[src/rtl/token_scan_fsm_if.sv]
// Character stream in, completed-token reports out, for token_scan_fsm.
// The source side drives the master modport; the scanner uses the slave modport.
interface token_scan_fsm_if #(
  parameter int LEN_W = 5
);
  // in_valid qualifies char/eos for one cycle. There is no backpressure: a
  // presented char is always consumed. tok_valid is a one-cycle pulse, and
  // tok_kind/tok_len are meaningful only while it is high.
  logic             in_valid;
  logic [7:0]       char;
  logic             eos;
  logic             tok_valid;
  logic [1:0]       tok_kind;
  logic [LEN_W-1:0] tok_len;

  modport master (
    output in_valid, char, eos,
    input  tok_valid, tok_kind, tok_len
  );

  modport slave (
    input  in_valid, char, eos,
    output tok_valid, tok_kind, tok_len
  );
endinterface

[src/rtl/token_scan_fsm.sv]
// Streaming tokenizer: splits chars at delimiters and classifies each token as
// identifier, decimal number or bad, with a registered one-cycle report.
module token_scan_fsm #(
  parameter int MAX_LEN  = 16,
  parameter int LEN_W    = 5,
  parameter int ALLOW_US = 1,
  parameter int CNT_W    = 8
) (
  input  logic              clk,
  input  logic              rst_n,
  token_scan_fsm_if.slave   bus,
  output logic              in_id,
  output logic [CNT_W-1:0]  id_cnt,
  output logic [CNT_W-1:0]  bad_cnt,
  output logic [1:0]        dbg_state
);

  typedef enum logic [1:0] {
    S_IDLE   = 2'd0,
    S_IDENT  = 2'd1,
    S_NUMBER = 2'd2,
    S_BAD    = 2'd3
  } state_e;

  typedef enum logic [1:0] {
    C_L = 2'd0,
    C_D = 2'd1,
    C_S = 2'd2,
    C_X = 2'd3
  } cls_e;

  localparam logic [1:0]       KIND_NONE = 2'b00;
  localparam logic [1:0]       KIND_ID   = 2'b01;
  localparam logic [1:0]       KIND_NUM  = 2'b10;
  localparam logic [1:0]       KIND_BAD  = 2'b11;
  localparam logic [LEN_W-1:0] LEN_MAX   = LEN_W'(MAX_LEN);
  localparam logic [CNT_W-1:0] CNT_MAX   = '1;

  state_e           state_q, state_d;
  logic [LEN_W-1:0] len_q, len_d;
  logic             tok_valid_q, tok_valid_d;
  logic [1:0]       tok_kind_q, tok_kind_d;
  logic [LEN_W-1:0] tok_len_q, tok_len_d;
  logic             in_id_q, in_id_d;
  logic [CNT_W-1:0] id_cnt_q, id_cnt_d;
  logic [CNT_W-1:0] bad_cnt_q, bad_cnt_d;

  cls_e             cls;
  state_e           grown_state;
  logic [LEN_W-1:0] grown_len;
  logic             close;

  always_comb begin
    cls = C_X;
    if ((bus.char >= 8'h41 && bus.char <= 8'h5A) ||
        (bus.char >= 8'h61 && bus.char <= 8'h7A)) begin
      cls = C_L;
    end else if (bus.char == 8'h5F && ALLOW_US != 0) begin
      cls = C_L;
    end else if (bus.char >= 8'h30 && bus.char <= 8'h39) begin
      cls = C_D;
    end else if (bus.char == 8'h20 || bus.char == 8'h09 || bus.char == 8'h0A ||
                 bus.char == 8'h0D || bus.char == 8'h3B) begin
      cls = C_S;
    end
  end

  // State register
  always_ff @(posedge clk or negedge rst_n) begin
    if (!rst_n) begin
      state_q <= S_IDLE;
      len_q   <= '0;
    end else begin
      state_q <= state_d;
      len_q   <= len_d;
    end
  end

  // Next state: a non-delimiter char is absorbed first, so an eos arriving
  // with it closes a token that already includes that char.
  always_comb begin
    grown_state = state_q;
    grown_len   = len_q;
    if (bus.in_valid && cls != C_S) begin
      if (len_q == LEN_MAX) begin
        grown_state = S_BAD;
        grown_len   = LEN_MAX;
      end else begin
        grown_len = len_q + 1'b1;
        case (state_q)
          S_IDLE: begin
            if (cls == C_L)      grown_state = S_IDENT;
            else if (cls == C_D) grown_state = S_NUMBER;
            else                 grown_state = S_BAD;
          end
          S_IDENT:  grown_state = (cls == C_X) ? S_BAD : S_IDENT;
          S_NUMBER: grown_state = (cls == C_D) ? S_NUMBER : S_BAD;
          default:  grown_state = S_BAD;
        endcase
      end
    end
    close   = (bus.eos || (bus.in_valid && cls == C_S)) && (grown_state != S_IDLE);
    state_d = close ? S_IDLE : grown_state;
    len_d   = close ? '0 : grown_len;
  end

  // Outputs
  always_comb begin
    tok_valid_d = close;
    tok_kind_d  = KIND_NONE;
    tok_len_d   = '0;
    id_cnt_d    = id_cnt_q;
    bad_cnt_d   = bad_cnt_q;
    in_id_d     = (state_d == S_IDENT);
    if (close) begin
      tok_len_d = grown_len;
      case (grown_state)
        S_IDENT:  tok_kind_d = KIND_ID;
        S_NUMBER: tok_kind_d = KIND_NUM;
        default:  tok_kind_d = KIND_BAD;
      endcase
      if (grown_state == S_IDENT && id_cnt_q != CNT_MAX) begin
        id_cnt_d = id_cnt_q + 1'b1;
      end
      if (grown_state == S_BAD && bad_cnt_q != CNT_MAX) begin
        bad_cnt_d = bad_cnt_q + 1'b1;
      end
    end
  end

  always_ff @(posedge clk or negedge rst_n) begin
    if (!rst_n) begin
      tok_valid_q <= 1'b0;
      tok_kind_q  <= KIND_NONE;
      tok_len_q   <= '0;
      in_id_q     <= 1'b0;
      id_cnt_q    <= '0;
      bad_cnt_q   <= '0;
    end else begin
      tok_valid_q <= tok_valid_d;
      tok_kind_q  <= tok_kind_d;
      tok_len_q   <= tok_len_d;
      in_id_q     <= in_id_d;
      id_cnt_q    <= id_cnt_d;
      bad_cnt_q   <= bad_cnt_d;
    end
  end

  assign bus.tok_valid = tok_valid_q;
  assign bus.tok_kind  = tok_kind_q;
  assign bus.tok_len   = tok_len_q;
  assign in_id         = in_id_q;
  assign id_cnt        = id_cnt_q;
  assign bad_cnt       = bad_cnt_q;
  assign dbg_state     = state_q;

endmodule

[src/flat_wrapper.sv]
// flat-port wrapper written by rule: the top's interface ports become plain ports
module token_scan_fsm_flat 
#(
  parameter int MAX_LEN  = 16,
  parameter int LEN_W    = 5,
  parameter int ALLOW_US = 1,
  parameter int CNT_W    = 8
)
  (clk, rst_n, in_id, id_cnt, bad_cnt, dbg_state, bus_in_valid, bus_char, bus_eos, bus_tok_valid, bus_tok_kind, bus_tok_len);
  token_scan_fsm_if #(.LEN_W(LEN_W)) bus_i ();
  input  logic clk;
  input  logic rst_n;
  output logic in_id;
  output logic [CNT_W-1:0] id_cnt;
  output logic [CNT_W-1:0] bad_cnt;
  output logic [1:0] dbg_state;
  input wire logic [$bits(bus_i.in_valid)-1:0] bus_in_valid;
  input wire logic [$bits(bus_i.char)-1:0] bus_char;
  input wire logic [$bits(bus_i.eos)-1:0] bus_eos;
  output wire logic [$bits(bus_i.tok_valid)-1:0] bus_tok_valid;
  output wire logic [$bits(bus_i.tok_kind)-1:0] bus_tok_kind;
  output wire logic [$bits(bus_i.tok_len)-1:0] bus_tok_len;
  assign bus_i.in_valid = bus_in_valid;
  assign bus_i.char = bus_char;
  assign bus_i.eos = bus_eos;
  assign bus_tok_valid = bus_i.tok_valid;
  assign bus_tok_kind = bus_i.tok_kind;
  assign bus_tok_len = bus_i.tok_len;
  token_scan_fsm #(.MAX_LEN(MAX_LEN), .LEN_W(LEN_W), .ALLOW_US(ALLOW_US), .CNT_W(CNT_W)) u_core (.clk(clk), .rst_n(rst_n), .bus(bus_i), .in_id(in_id), .id_cnt(id_cnt), .bad_cnt(bad_cnt), .dbg_state(dbg_state));
endmodule
[config.mk]
export PLATFORM = sky130hd
export DESIGN_NAME = token_scan_fsm_flat
export DESIGN_NICKNAME = d
export VERILOG_FILES = /design/src/rtl/token_scan_fsm_if.sv /design/src/rtl/token_scan_fsm.sv /design/src/flat_wrapper.sv
export SDC_FILE = /design/constraint.sdc
export NUM_CORES = 1
export LEC_CHECK = 0
export ABC_AREA = 1
export CORE_MARGIN = 2
export CORE_UTILIZATION = 54
export CTS_CLUSTER_DIAMETER = 150
export CTS_CLUSTER_SIZE = 28
export DETAILED_ROUTE_END_ITERATION = 10
export PLACE_DENSITY = 0.91
export SYNTH_ARGS = -nofsm -noshare
export SYNTH_HDL_FRONTEND = slang
export SYNTH_SLANG_ARGS = --single-unit
[constraint.sdc]
create_clock -name clk -period 3.7 [get_ports clk]
set_clock_uncertainty 0.1 [all_clocks]
set_input_delay 0.74 -clock clk [delete_from_list [all_inputs] [get_ports clk]]
set_output_delay 0.74 -clock clk [all_outputs]
set_load 0.005 [all_outputs]
==> impl_metrics.env, run 1 <==
export IMPL_status="completed"
export IMPL_grt_pass1_vias=1419
export IMPL_slew_limit_headroom_pct=73.71
export IMPL_syn_area_per_cell_um2=8.740
export IMPL_placedInstanceArea_mm2=0.002236
export IMPL_ys_warn_count=0
export IMPL_htreeDepth=2
export IMPL_io_pins=39
export IMPL_final_nets=267
export IMPL_cts_root_buf="clkbuf_4"
export IMPL_synth_area_leader_cell="dfrtp_1"
export IMPL_initial_core_util_pct=58.02
export IMPL_coreArea_mm2=0.003103
export IMPL_crit_arrival_ns=2.61
export IMPL_syn_inst=206
export IMPL_synth_top_cell_area_share_pct=44.48
export IMPL_crit_fanout=14
export IMPL_synthAdderAreaFrac_pct=2.780
export IMPL_rsz0062_at_grt="false"
export IMPL_crit_type="in -> reg"
export IMPL_maxSlewViolCount=0
export IMPL_startpoint_type="primary input"
export IMPL_hold_class="reg -> reg"
export IMPL_max_clock_path_buffers=2
export IMPL_finalHoldViolCount=0
export IMPL_finalCriticalPeriod_ns=2.440
export IMPL_grt_pass1_wl_um=6016
export IMPL_worstPathRequired_ns=3.87
export IMPL_syn_num_nets=222
export IMPL_grt_usage_pct=21.61
export IMPL_endpoint_kind="register"
export IMPL_fin_area_mm2=0.002331
export IMPL_dp_hpwl_um=2749
export IMPL_first_pass_iters=4
export IMPL_cts_made_buffers=5
export IMPL_rows=20
export IMPL_drt_total_wl_um=3692
export IMPL_ir_drop_v=0.0002591
export IMPL_met2_usage_pct=38.35
export IMPL_synth_seq_cells=32
export IMPL_setup_tns_ns=0
export IMPL_clkSinkCount=32
export IMPL_cts_tree="yes"
export IMPL_place_congestion=0.8513
export IMPL_ant_nets=0
export IMPL_synth_area_top_cells="dfrtp_1, nand2_1, nand3_1, xor2_1, inv_1"
export IMPL_die_area_mm2=0.003812
export IMPL_power_density_mw_per_mm2=390.7
export IMPL_yosys_area_share_xor_xnor_pct=7.297
export IMPL_io_buffers=38
export IMPL_setup_ws_ns=1.260
export IMPL_synth_mux_area_share_pct=0.5559
export IMPL_drc=0
export IMPL_grt_max_degree=33
export IMPL_diodes=0
export IMPL_die_y_um=61.74
export IMPL_avgViaCountPerCell=5.155
export IMPL_dominantRegCellSynth="dfrtp_1"
export IMPL_clock_latency_ns=0.34
export IMPL_final_period_utilization_pct=65.94
export IMPL_grt_util_met1_pct=26.08
export IMPL_antenna_found_initial=0
export IMPL_grt_overflow=0
export IMPL_p_leak_nw=1.178
export IMPL_dp_worst_setup_slack_ns=0.9165
export IMPL_synthSimpleGateAreaFrac_pct=32.66
export IMPL_yosysMostFrequentCell="nand2_1"
export IMPL_wire_per_inst_um=12.47
export IMPL_fmax_mhz=409.9
export IMPL_cts_resized=0
export IMPL_syn_cell_area_mm2=0.001800
export IMPL_setup_viol=0
export IMPL_postCtsSetupRepairBufs=0
export IMPL_final_layout_size_suffix_gt1_share_pct=12.30
export IMPL_path_clk_slew_ns=0.10
export IMPL_ys_async_sr_fraction_pct=100.0
export IMPL_area_growth_pct=29.47
export IMPL_synth_edff_count=0
export IMPL_tightest_slew_ns=0.3944
export IMPL_ys_types=27
export IMPL_vias=1526
export IMPL_ys_seq_area_share_pct=44.48
export IMPL_max_cap_violations=0
export IMPL_die_x_um=61.74
export IMPL_grt_busiest_layer="met2"
export IMPL_total_power_mw=0.9106
export IMPL_use_met3_pct=4.348
export IMPL_synth_top_family_by_area="simple AND/OR/NAND/NOR gates"
export IMPL_hold_buffers=0
export IMPL_synth_commonest_cells="nand2_1, dfrtp_1, inv_1, nand3_1, nor2_1"
export IMPL_drtIter0Drc=88
export IMPL_synth_compound_area_share_pct=6.393
## worst paths after layout
| check | start | slack, ns | to | cells after the start |
|---|---|---|---|---|
| max in group asynchronous | rst_n | 2.52 | u_core.len_q[4] | 2 |
| setup / recovery | bus_char[5] | 1.26 | u_core.len_q[2] | 11 |
| min in group asynchronous | rst_n | 0.69 | u_core.bad_cnt[6] | 2 |
| hold / removal | u_core.bad_cnt[1] | 0.45 | u_core.bad_cnt[1] | 2 |
| hold reg to reg | u_core.bad_cnt[1] | 0.45 | u_core.bad_cnt[1] | 2 |
| setup reg to reg | u_core.len_q[0] | 1.54 | u_core.bad_cnt[7] | 11 |
## worst max-delay path, stage by stage
cell             delay (ns)
clkdlybuf4s50_1        0.48
inv_1                  0.06
nor3_1                 0.27
nand3_1                0.15
nand3_1                0.11
nand2_1                0.10
nand3_4                0.10
nand3_4                0.19
nor2_1                 0.23
nor2_4                 0.08
nor2_1                 0.11
## cells in the final DEF, fill, tap and decap left out
| master | n |
|---|---|
| nand3b_1 | 1 |
| inv_2 | 2 |
| nand3_2 | 2 |
| and3_2 | 1 |
| o21ai_0 | 6 |
| nand3b_2 | 1 |
| nand3_4 | 2 |
| clkbuf_8 | 2 |
| nand2_4 | 1 |
| ha_1 | 4 |
| nor2_8 | 1 |
| o21ai_2 | 1 |
| buf_4 | 1 |
| mux2i_1 | 1 |
| nand2_1 | 38 |
| a21oi_2 | 1 |
| nand3_1 | 24 |
| nor3_1 | 6 |
| o21bai_1 | 9 |
| clkbuf_4 | 5 |
| xor2_1 | 12 |
| nor2_1 | 18 |
| inv_1 | 24 |
| bufinv_16 | 1 |
| nand4_2 | 1 |
| nand2_2 | 6 |
| nor2_4 | 3 |
| clkdlybuf4s50_1 | 38 |
| dfrtp_1 | 32 |
| xnor2_1 | 3 |
| nand4_1 | 5 |
## logic make-up (layout without fill, tap and decap cells)
family / count (synthesis) / in the layout
adders and majority gates: 4 / 4
xor gates and xnor gates: 15 / 15
AOI/OAI and AO/OA: 17 / 17
and+or+nand+nor: 110 / 110
buffers and inverters: 27 / 73
DFF: 32 / 32
muxes: 1 / 1
## power breakdown
group	internal (mW)	total (mW)	switching, mW
sequential	0.381	0.417	0.0359
combinational	0.100	0.194	0.0937
clock	0.179	0.299	0.120
## flip-flops by register name, summed over array words and instances (netlist names)
register              flops
u_core.dbg_state          2
u_core.id_cnt             8
u_core.bus.tok_valid      1
u_core.bus.tok_len        5
u_core.bad_cnt            8
u_core.len_q              5
u_core.bus.tok_kind       2
u_core.in_id              1
## metrics by stage
stage	hold slack (ns)	util, %	cells
after floorplan	0.3444	-	206
after global placement	0.4103	72.06	288
after detailed placement	0.4260	72.06	288
after CTS	0.4486	75.12	296
after global routing	0.4755	75.12	296
final	0.4491	75.12	296
## area by class of cell
| cell class | instances | area, um^2 |
|---|---|---|
| Timing Repair Buffer | 39 | 387.9 |
| Tap cell | 44 | 55.05 |
| Multi-Input combinational cell | 147 | 894.6 |
| Inverter | 26 | 97.59 |
| Sequential cell | 32 | 800.8 |
| Clock inverter | 1 | 30.03 |
| Clock buffer | 7 | 65.06 |
| Fill cell | 237 | 772.0 |
## routing by layer
metal  part of all wire (%)  wire, um
met1                     44      1624
met2                     50      1854
met3                    4.4       164
met4                    1.3        48
met5                      0         0
Note: power is estimated with default switching activity, not from simulation.
==> run 2, diff against run 1 <==
--- a/config.mk
+++ b/config.mk
@@ -7,11 +7,11 @@
 export LEC_CHECK = 0
 export ABC_AREA = 1
 export CORE_MARGIN = 2
-export CORE_UTILIZATION = 54
+export CORE_UTILIZATION = 45
 export CTS_CLUSTER_DIAMETER = 150
 export CTS_CLUSTER_SIZE = 28
 export DETAILED_ROUTE_END_ITERATION = 10
-export PLACE_DENSITY = 0.91
+export PLACE_DENSITY = 0.82
 export SYNTH_ARGS = -nofsm -noshare
 export SYNTH_HDL_FRONTEND = slang
 export SYNTH_SLANG_ARGS = --single-unit
==> constraint.sdc (replaced) <==
create_clock -name clk -period 2.1 [get_ports clk]
set_clock_uncertainty 0.1 [all_clocks]
set_input_delay 0.42 -clock clk [delete_from_list [all_inputs] [get_ports clk]]
set_output_delay 0.42 -clock clk [all_outputs]
set_load 0.005 [all_outputs]
==> impl_metrics.env, run 2 (same netlist as run 1, synthesis figures left out) <==
export IMPL_status="completed"
export IMPL_final_layout_size_suffix_gt1_share_pct=22.79
export IMPL_slew_limit_headroom_pct=73.66
export IMPL_p_leak_nw=1.350
export IMPL_grt_pass1_wl_um=6375
export IMPL_place_inst=302
export IMPL_diodes=0
export IMPL_worstPathRequired_ns=2.22
export IMPL_ir_drop_v=0.0005628
export IMPL_area_growth_pct=44.34
export IMPL_timing_rr_start="u_core.len_q[0]"
export IMPL_endpoint_kind="register"
export IMPL_crit_slowest_cell="clkdlybuf4s50_1"
export IMPL_die_area_mm2=0.004523
export IMPL_crit_path_start="bus_char[6]"
export IMPL_total_power_mw=1.630
export IMPL_critPathMaxStageDelay_ns=0.46
export IMPL_layout_common_cells="nand2_1, dfrtp_1, clkdlybuf4s50_1"
export IMPL_drc=0
export IMPL_final_period_utilization_pct=96.50
export IMPL_met2_usage_pct=32.55
export IMPL_grt_pass1_vias=1435
export IMPL_maxSlewViolCount=0
export IMPL_grt_util_met1_pct=22.80
export IMPL_holdWs_ns=0.4193
export IMPL_r2r_cells=12
export IMPL_wire_per_inst_um=13.33
export IMPL_coreArea_mm2=0.003744
export IMPL_tightest_slew_ns=0.3951
export IMPL_rr_endpoint="u_core.bad_cnt[3]"
export IMPL_crit_chain="clkdlybuf4s50_1 > nor2_1 > nand2_1 > nand3b_2 > nand2_2 > a21oi_2 > inv_2 > nand2_4 > nor2_8 > buf_4 > nand3_1 > nand2_1"
export IMPL_critical_path_most_common_cell="nand2_1"
export IMPL_setup_ws_ns=0.07359
export IMPL_path_clk_slew_ns=0.07
export IMPL_use_met3_pct=5.667
export IMPL_antenna_found_initial=0
export IMPL_max_cap_violations=0
export IMPL_grt_usage_pct=19.02
export IMPL_initial_core_util_pct=48.09
export IMPL_clkSinkCount=32
export IMPL_grt_max_degree=33
export IMPL_r2r_setup_slack_ns=0.18
export IMPL_die_x_um=67.26
export IMPL_cts_made_buffers=5
export IMPL_stdcell_count=320
export IMPL_vias=1625
export IMPL_cts_tree="yes"
export IMPL_cts_root_buf="clkbuf_8"
export IMPL_first_pass_iters=4
export IMPL_finalCriticalPeriod_ns=2.026
export IMPL_clock_latency_ns=0.29
export IMPL_hold_buffers=0
export IMPL_cp_depth=12
export IMPL_die_y_um=67.26
export IMPL_io_pins=39
export IMPL_drt_total_wl_um=4266
export IMPL_fmax_mhz=493.5
export IMPL_startpoint_type="primary input"
export IMPL_finalHoldViolCount=0
export IMPL_crit_buf_inv=3
export IMPL_power_density_mw_per_mm2=627.4
export IMPL_io_buffers=38
export IMPL_ant_nets=0
export IMPL_crit_path_end="u_core.bad_cnt[3]"
export IMPL_final_common_cell="nand2_1"
export IMPL_dp_worst_setup_slack_ns=-0.3569
export IMPL_crit_family="simple AND/OR/NAND/NOR gates"
export IMPL_crit_arrival_ns=2.15
export IMPL_grt_busiest_layer="met2"
export IMPL_setup_viol=0
export IMPL_max_clock_path_buffers=2
export IMPL_drtIter0Drc=90
export IMPL_avgViaCountPerCell=5.078
export IMPL_hold_class="in -> async"
export IMPL_final_nets=287
export IMPL_crit_fanout=6
export IMPL_grt_overflow=0
export IMPL_htreeDepth=2
export IMPL_rows=22
export IMPL_dp_hpwl_um=2673
export IMPL_place_congestion=0.8064
export IMPL_crit_type="in -> reg"
==> run 2: changes by cell type in the layout (fill, tap and decap cells not counted), moves of 2 or more <==
cell             change
dlymetal6s2s_1       +7
clkdlybuf4s50_1      -7
nor3_2               +2
buf_4               +16
nand3_1              -8
nor3_1               -2
clkbuf_8             +4
clkbuf_4             -5
clkinv_2             +2
nand3_2              +8
==> run 2: cell type report <==
class                      count  area, um^2
clock buffer                   6       82.58
timing repair buffer          58       571.8
sequential                    32       800.8
fill                         314        1145
tap                           48       60.06
clock inverter                 2       10.01
inverter                      26       100.1
multi-input combinational    148       973.4
==> run 2: repair_timing <==
action,4_1_cts,5_1_grt
pin swaps,1,13
gates cloned,0,1
setup endpoints to repair,8,27
setup buffers,1,8
gates resized for setup,0,26
==> run 2: worst min path at each step <==
stage / startpoint / end / slack, ns / depth (start not counted)
final: rst_n / u_core.bad_cnt[1] / 0.42 / 2
after global placement: u_core.bad_cnt[1] / u_core.bad_cnt[1] / 0.42 / 2
after global routing: rst_n / u_core.bad_cnt[5] / 0.46 / 2
after floorplan: rst_n / u_core.bad_cnt[0] / 0.02 / 0
after CTS: rst_n / u_core.bus.tok_kind[1] / 0.44 / 2
after detailed placement: u_core.bad_cnt[1] / u_core.bad_cnt[1] / 0.43 / 2
==> run 2: power breakdown <==
| group | switching [mW] | leakage (nW) | total [mW] | internal (mW) |
|---|---|---|---|---|
| Sequential | 0.0567 | 0.387 | 0.730 | 0.673 |
| Combinational | 0.192 | 0.912 | 0.410 | 0.219 |
| Clock | 0.229 | 0.0510 | 0.490 | 0.261 |
| Total | 0.477 | 1.35 | 1.63 | 1.15 |
==> run 2: stage by stage <==
step,TNS [ns],util [%],cell area (um^2)
finish,0,69.42,2599
CTS,0,64.54,2416
detailed placement,-7.392,61.87,2316
floorplan,0,-,1800
global route,-0.2130,69.42,2599
global placement,-6.040,61.87,2316
==> run 2: routing by layer <==
layer | wire, um | part of all wire (%)
met5 | 0 | 0
met4 | 108 | 2.5
met3 | 199 | 4.7
met2 | 2203 | 52
met1 | 1754 | 41
==> patch 1, RTL diff (config.mk and constraints of run 1) <==
`CNT_W` is set to 8 in 2 places; all go to 9.
--- a/src/rtl/token_scan_fsm.sv
+++ b/src/rtl/token_scan_fsm.sv
@@ -5,5 +5,5 @@
   parameter int LEN_W    = 5,
   parameter int ALLOW_US = 1,
-  parameter int CNT_W    = 8
+  parameter int CNT_W    = 9
 ) (
   input  logic              clk,
--- a/src/flat_wrapper.sv
+++ b/src/flat_wrapper.sv
@@ -5,5 +5,5 @@
   parameter int LEN_W    = 5,
   parameter int ALLOW_US = 1,
-  parameter int CNT_W    = 8
+  parameter int CNT_W    = 9
 )
   (clk, rst_n, in_id, id_cnt, bad_cnt, dbg_state, bus_in_valid, bus_char, bus_eos, bus_tok_valid, bus_tok_kind, bus_tok_len);
Ports: changed (resized bad_cnt and id_cnt); port bits go from 39 to 41. The function was not compared with the original's and may differ.
==> patch 1 against run 1 <==
- final area rose by 4.6%
- total power increased by 10%
- routed wire length decreased by 0.27%
- synthesized area increased by 8.5%
- sequential cell count up 2
- worst setup slack got worse by 0.075 ns
- worst hold slack got worse by 0.019 ns
==> patch 1: results (changes against run 1) <==
Die
  – Row count: 21 (+5.0%)

Synth
  – Seq/Total Area, Yosys: 0.4356 (-0.009135)
  – Top cells by count, synth: nand2_1, inv_1, dfrtp_1
  – Synth unique cells: 28 (+3.7%)

Detailed routing
  – Wire per inst: 11.54 microns (-7.5%)
  – Final WL: 3682 microns (-0.27%)
  – Vias per Instance: 5.000 (-3.0%)
  – Iter 0 DRT Violations: 51 (-42%)

STA
  – Period utilisation layout: 0.6797 (+0.02033)
  – Least-Margin Pin Slew: 0.4147 ns (+0.02033 ns)
  – Hold slack: 0.4298 ns (-0.01928 ns)

Min path
  – Worst Hold End: u_core.bad_cnt[6]$_DFFE_PN0P_

Finish
  – #MultiIn Comb: 154 (+4.8%)
  – Multi-input combinational area share: 0.3824 (-0.001346)
  – Layout fillers: 270 (+14%)
  – Nets: 291 (+9.0%)
  – Non-clock inverters: 37 (+42%)
  – Layout cell share with drive strength beyond 1: 0.1245 (+0.001526)

Critical path
  – Crit path max fanout: 10 (-4)
  – Launch point of the worst path: bus_char[1]
  – Reg2reg end: u_core.id_cnt[0]$_DFFE_PN0P_
  – Reg2reg setup slack: 1.78 ns (+0.24 ns)
  – Critical R2R Launch: u_core.id_cnt[0]$_DFFE_PN0P_
  – R2R depth: 9 (-2)

Placement
  – Pre-CTS setup slack: 0.8301 ns (-0.08644 ns)
  – Placed instance count: 312 (+8.3%)
  – Number of port buffers: 40 (+5.3%)
  – Dpl hpwl: 2783 microns (+1.2%)

Run status
  – Status: finished, final reports clean

Global routing
  – Global Route Usage Sum: 0.2156 (-0.0005098)

Power
  – Peak supply drop: 0.2831 mV (+9.3%)
patch 1: cell count changes after synthesis, sizes merged, moves of 4 or more:
cell           run 1  this run
o21ai              7        13
o21bai             9         1
nor2              22        26
inv               26        36
nand3             28        21
nand2             45        58
patch 1: report_power, final:
part	total (mW)	leakage, nW	switching [mW]	internal (mW)
Sequential	0.488	0.453	0.0622	0.426
Combinational	0.330	0.745	0.160	0.170
Clock	0.187	0.0254	0.115	0.0716
Total	1.01	1.22	0.338	0.668
patch 1: routing by layer:
metal	track usage	routed length [microns]
met5	0	0
met4	0.1011	107
met3	0.05458	186
met2	0.3620	1783
met1	0.2590	1605
patch 1: logic make-up after synthesis:
| logic type | share of synthesized area |
|---|---|
| AOI/OAI and AO/OA | 0.06470 |
| adders and majority gates | 0.03844 |
| buffers and inverters | 0.08712 |
| and+or+nand+nor | 0.3113 |
| DFF | 0.4356 |
| xor gates and xnor gates | 0.06278 |
==> patch 2, RTL diff (flow settings as in run 1) <==
Without the edit above. Register the output `bad_cnt` once more, without a reset; this adds one clock of latency there. The other outputs are not delayed to match.
--- a/src/rtl/token_scan_fsm.sv
+++ b/src/rtl/token_scan_fsm.sv
@@ -152,5 +152,7 @@
   assign in_id         = in_id_q;
   assign id_cnt        = id_cnt_q;
-  assign bad_cnt       = bad_cnt_q;
+  always_ff @(posedge clk) begin
+    bad_cnt <= bad_cnt_q;
+  end
   assign dbg_state     = state_q;
 
Function: changed (a bounded check fails within 4 cycles, from zero or initial values and one cycle with rst_n low).
==> patch 2 against run 1 <==
- total power increased by 12%
- global-route usage decreased by 0.14 points
- final cell count increased by 4.1%
- final area increased by 9.2%
- worst setup slack got worse by 0.049 ns
- die area increased by 11%
- synthesized area increased by 12%
- sequential cell count increased by 8
- routed wire length increased by 8.0%
==> patch 2: results (changes against run 1) <==
Synth
  – Avg Inst Size Synth: 9.419 sq um (+7.8%)
  – Synth unique cells: 31 (+15%)
  – Syn. warnings: 0 (unchanged)
  – Post-synthesis mux area share: 0.004966 (-0.0005936)
  – Adder-cell area share of the yosys netlist: 0.02483 (-0.002968)
  – Top post-synthesis cells by area: dfrtp_1, dfxtp_1, nand2_1, nand3_1, xor2_1
  – Ys async rst share: 0.8000 (-0.2000)
  – Synth Area in Compound Gates: 0.06269 (-0.001239)
  – Synthesized net count: 230 (+3.6%)
  – Top cells by count, synth: nand2_1, dfrtp_1, inv_1, nand3_1, nor2_1
  – Post-synthesis xor/xnor area fraction: 0.06518 (-0.007790)
  – Seq/Total Area, Yosys: 0.4767 (+0.03197)

Finish
  – Clock-cell share: 0.03538 (-0.005413)
  – Sequential cell count: 40 (+25%)
  – CLK BUF: 8 (+1)
  – Non-filler cells, final: 308 (+4.1%)
  – Layout cell share with drive strength beyond 1: 0.1269 (+0.003907)
  – Layout fillers: 283 (+19%)
  – Area of the multi-input gates: 947.2 sq um (+5.9%)
  – Final core utilization: 0.7008 (-0.05045)
  – NonClk Buf Share: 0.1523 (-0.01406)
  – Register area: 960.9 sq um (+20%)

Critical path
  – Launch point of the worst path: bus_char[3]
  – Reg2reg end: u_core.bad_cnt_q[3]$_DFFE_PN0P_
  – Worst Setup EP: u_core.bus.tok_len[2]$_DFF_PN0_
  – Reg2reg setup slack: 1.67 ns (+0.13 ns)
  – Crit path DAT: 2.56 ns (-0.05 ns)

CTS
  – Post CTS Setup Buffer Count: 0 (unchanged)
  – Worst-path clk slew: 0.07 ns (-0.03 ns)
  – Max clock buf depth: 2 (unchanged)
  – CTS Root Cell: clkbuf_8
  – # resized after CTS: 0 (unchanged)
  – Skew-Pair Late Insertion Delay: 0.29 ns (-0.05 ns)

Placement
  – Pre-CTS setup slack: 0.9243 ns (+0.007812 ns)
  – Placed instance count: 300 (+4.2%)
  – GP Congestion: 0.8045 (-5.5%)
  – Dpl hpwl: 2893 microns (+5.2%)
  – DP Area: 2456 sq um (+9.8%)

STA
  – Hold slack: 0.3561 ns (-0.09304 ns)
  – Least-Margin Pin Slew: 0.3977 ns (+0.003383 ns)

Min path
  – Hold_sp: u_core.bad_cnt_q[1]$_DFFE_PN0P_
  – Worst Hold End: u_core.bad_cnt[1]$_DFF_P_
  – Hold path cells: 0 (-2)

Global routing
  – Met1 Usage GRT: 0.2304 (-0.03033)
  – Vias in the first global route: 1595 (+12%)
  – Global-route wire length before repair: 6789 microns (+13%)
  – Met2 Use GR: 0.3827 (-0.0007267)
  – Largest net degree at the start of global routing: 33 (unchanged)

Detailed routing
  – Wire per inst: 12.95 microns (+3.8%)
  – Vias per Instance: 5.136 (-0.37%)
  – Met3 Wirelength: 166 microns (+1.2%)
  – Iter 0 DRT Violations: 102 (+16%)
  – Met2 WL post-DR: 2092 microns (+13%)

Power
  – Peak supply drop: 0.3372 mV (+30%)

Die
  – Core ar.: 3633 sq um (+17%)

Run status
  – Status: finished, final reports clean
## patch 2: cell types whose count changed after synthesis, sizes merged
| cell | delta |
|---|---|
| dfxtp | +8 |
| and3 | -1 |
| nand3b | +1 |
| xnor2 | +1 |
| xor2 | -1 |
## patch 2: logic make-up after synthesis
logic type | count (synthesis)
xor+xnor | 15
simple gates | 110
compound gates | 17
mux | 1
flops | 40
fa+ha+maj | 4
buf+inv | 27
## patch 2: critical path: stages
cell and delay, ns:
clkdlybuf4s50_1 0.50, inv_1 0.09, nor3_2 0.20, nand3b_4 0.14
nand2_4 0.13, nor2_8 0.06, nand3_2 0.11, nand3_4 0.19
o21ai_2 0.30, nor2_1 0.10
## patch 2: where the power goes
part	leakage, nW	switching, mW	internal (mW)	total (mW)
sequential	0.453	0.0407	0.489	0.529
combinational	0.777	0.0985	0.105	0.203
clock	0.0455	0.139	0.152	0.291
total	1.28	0.278	0.745	1.02
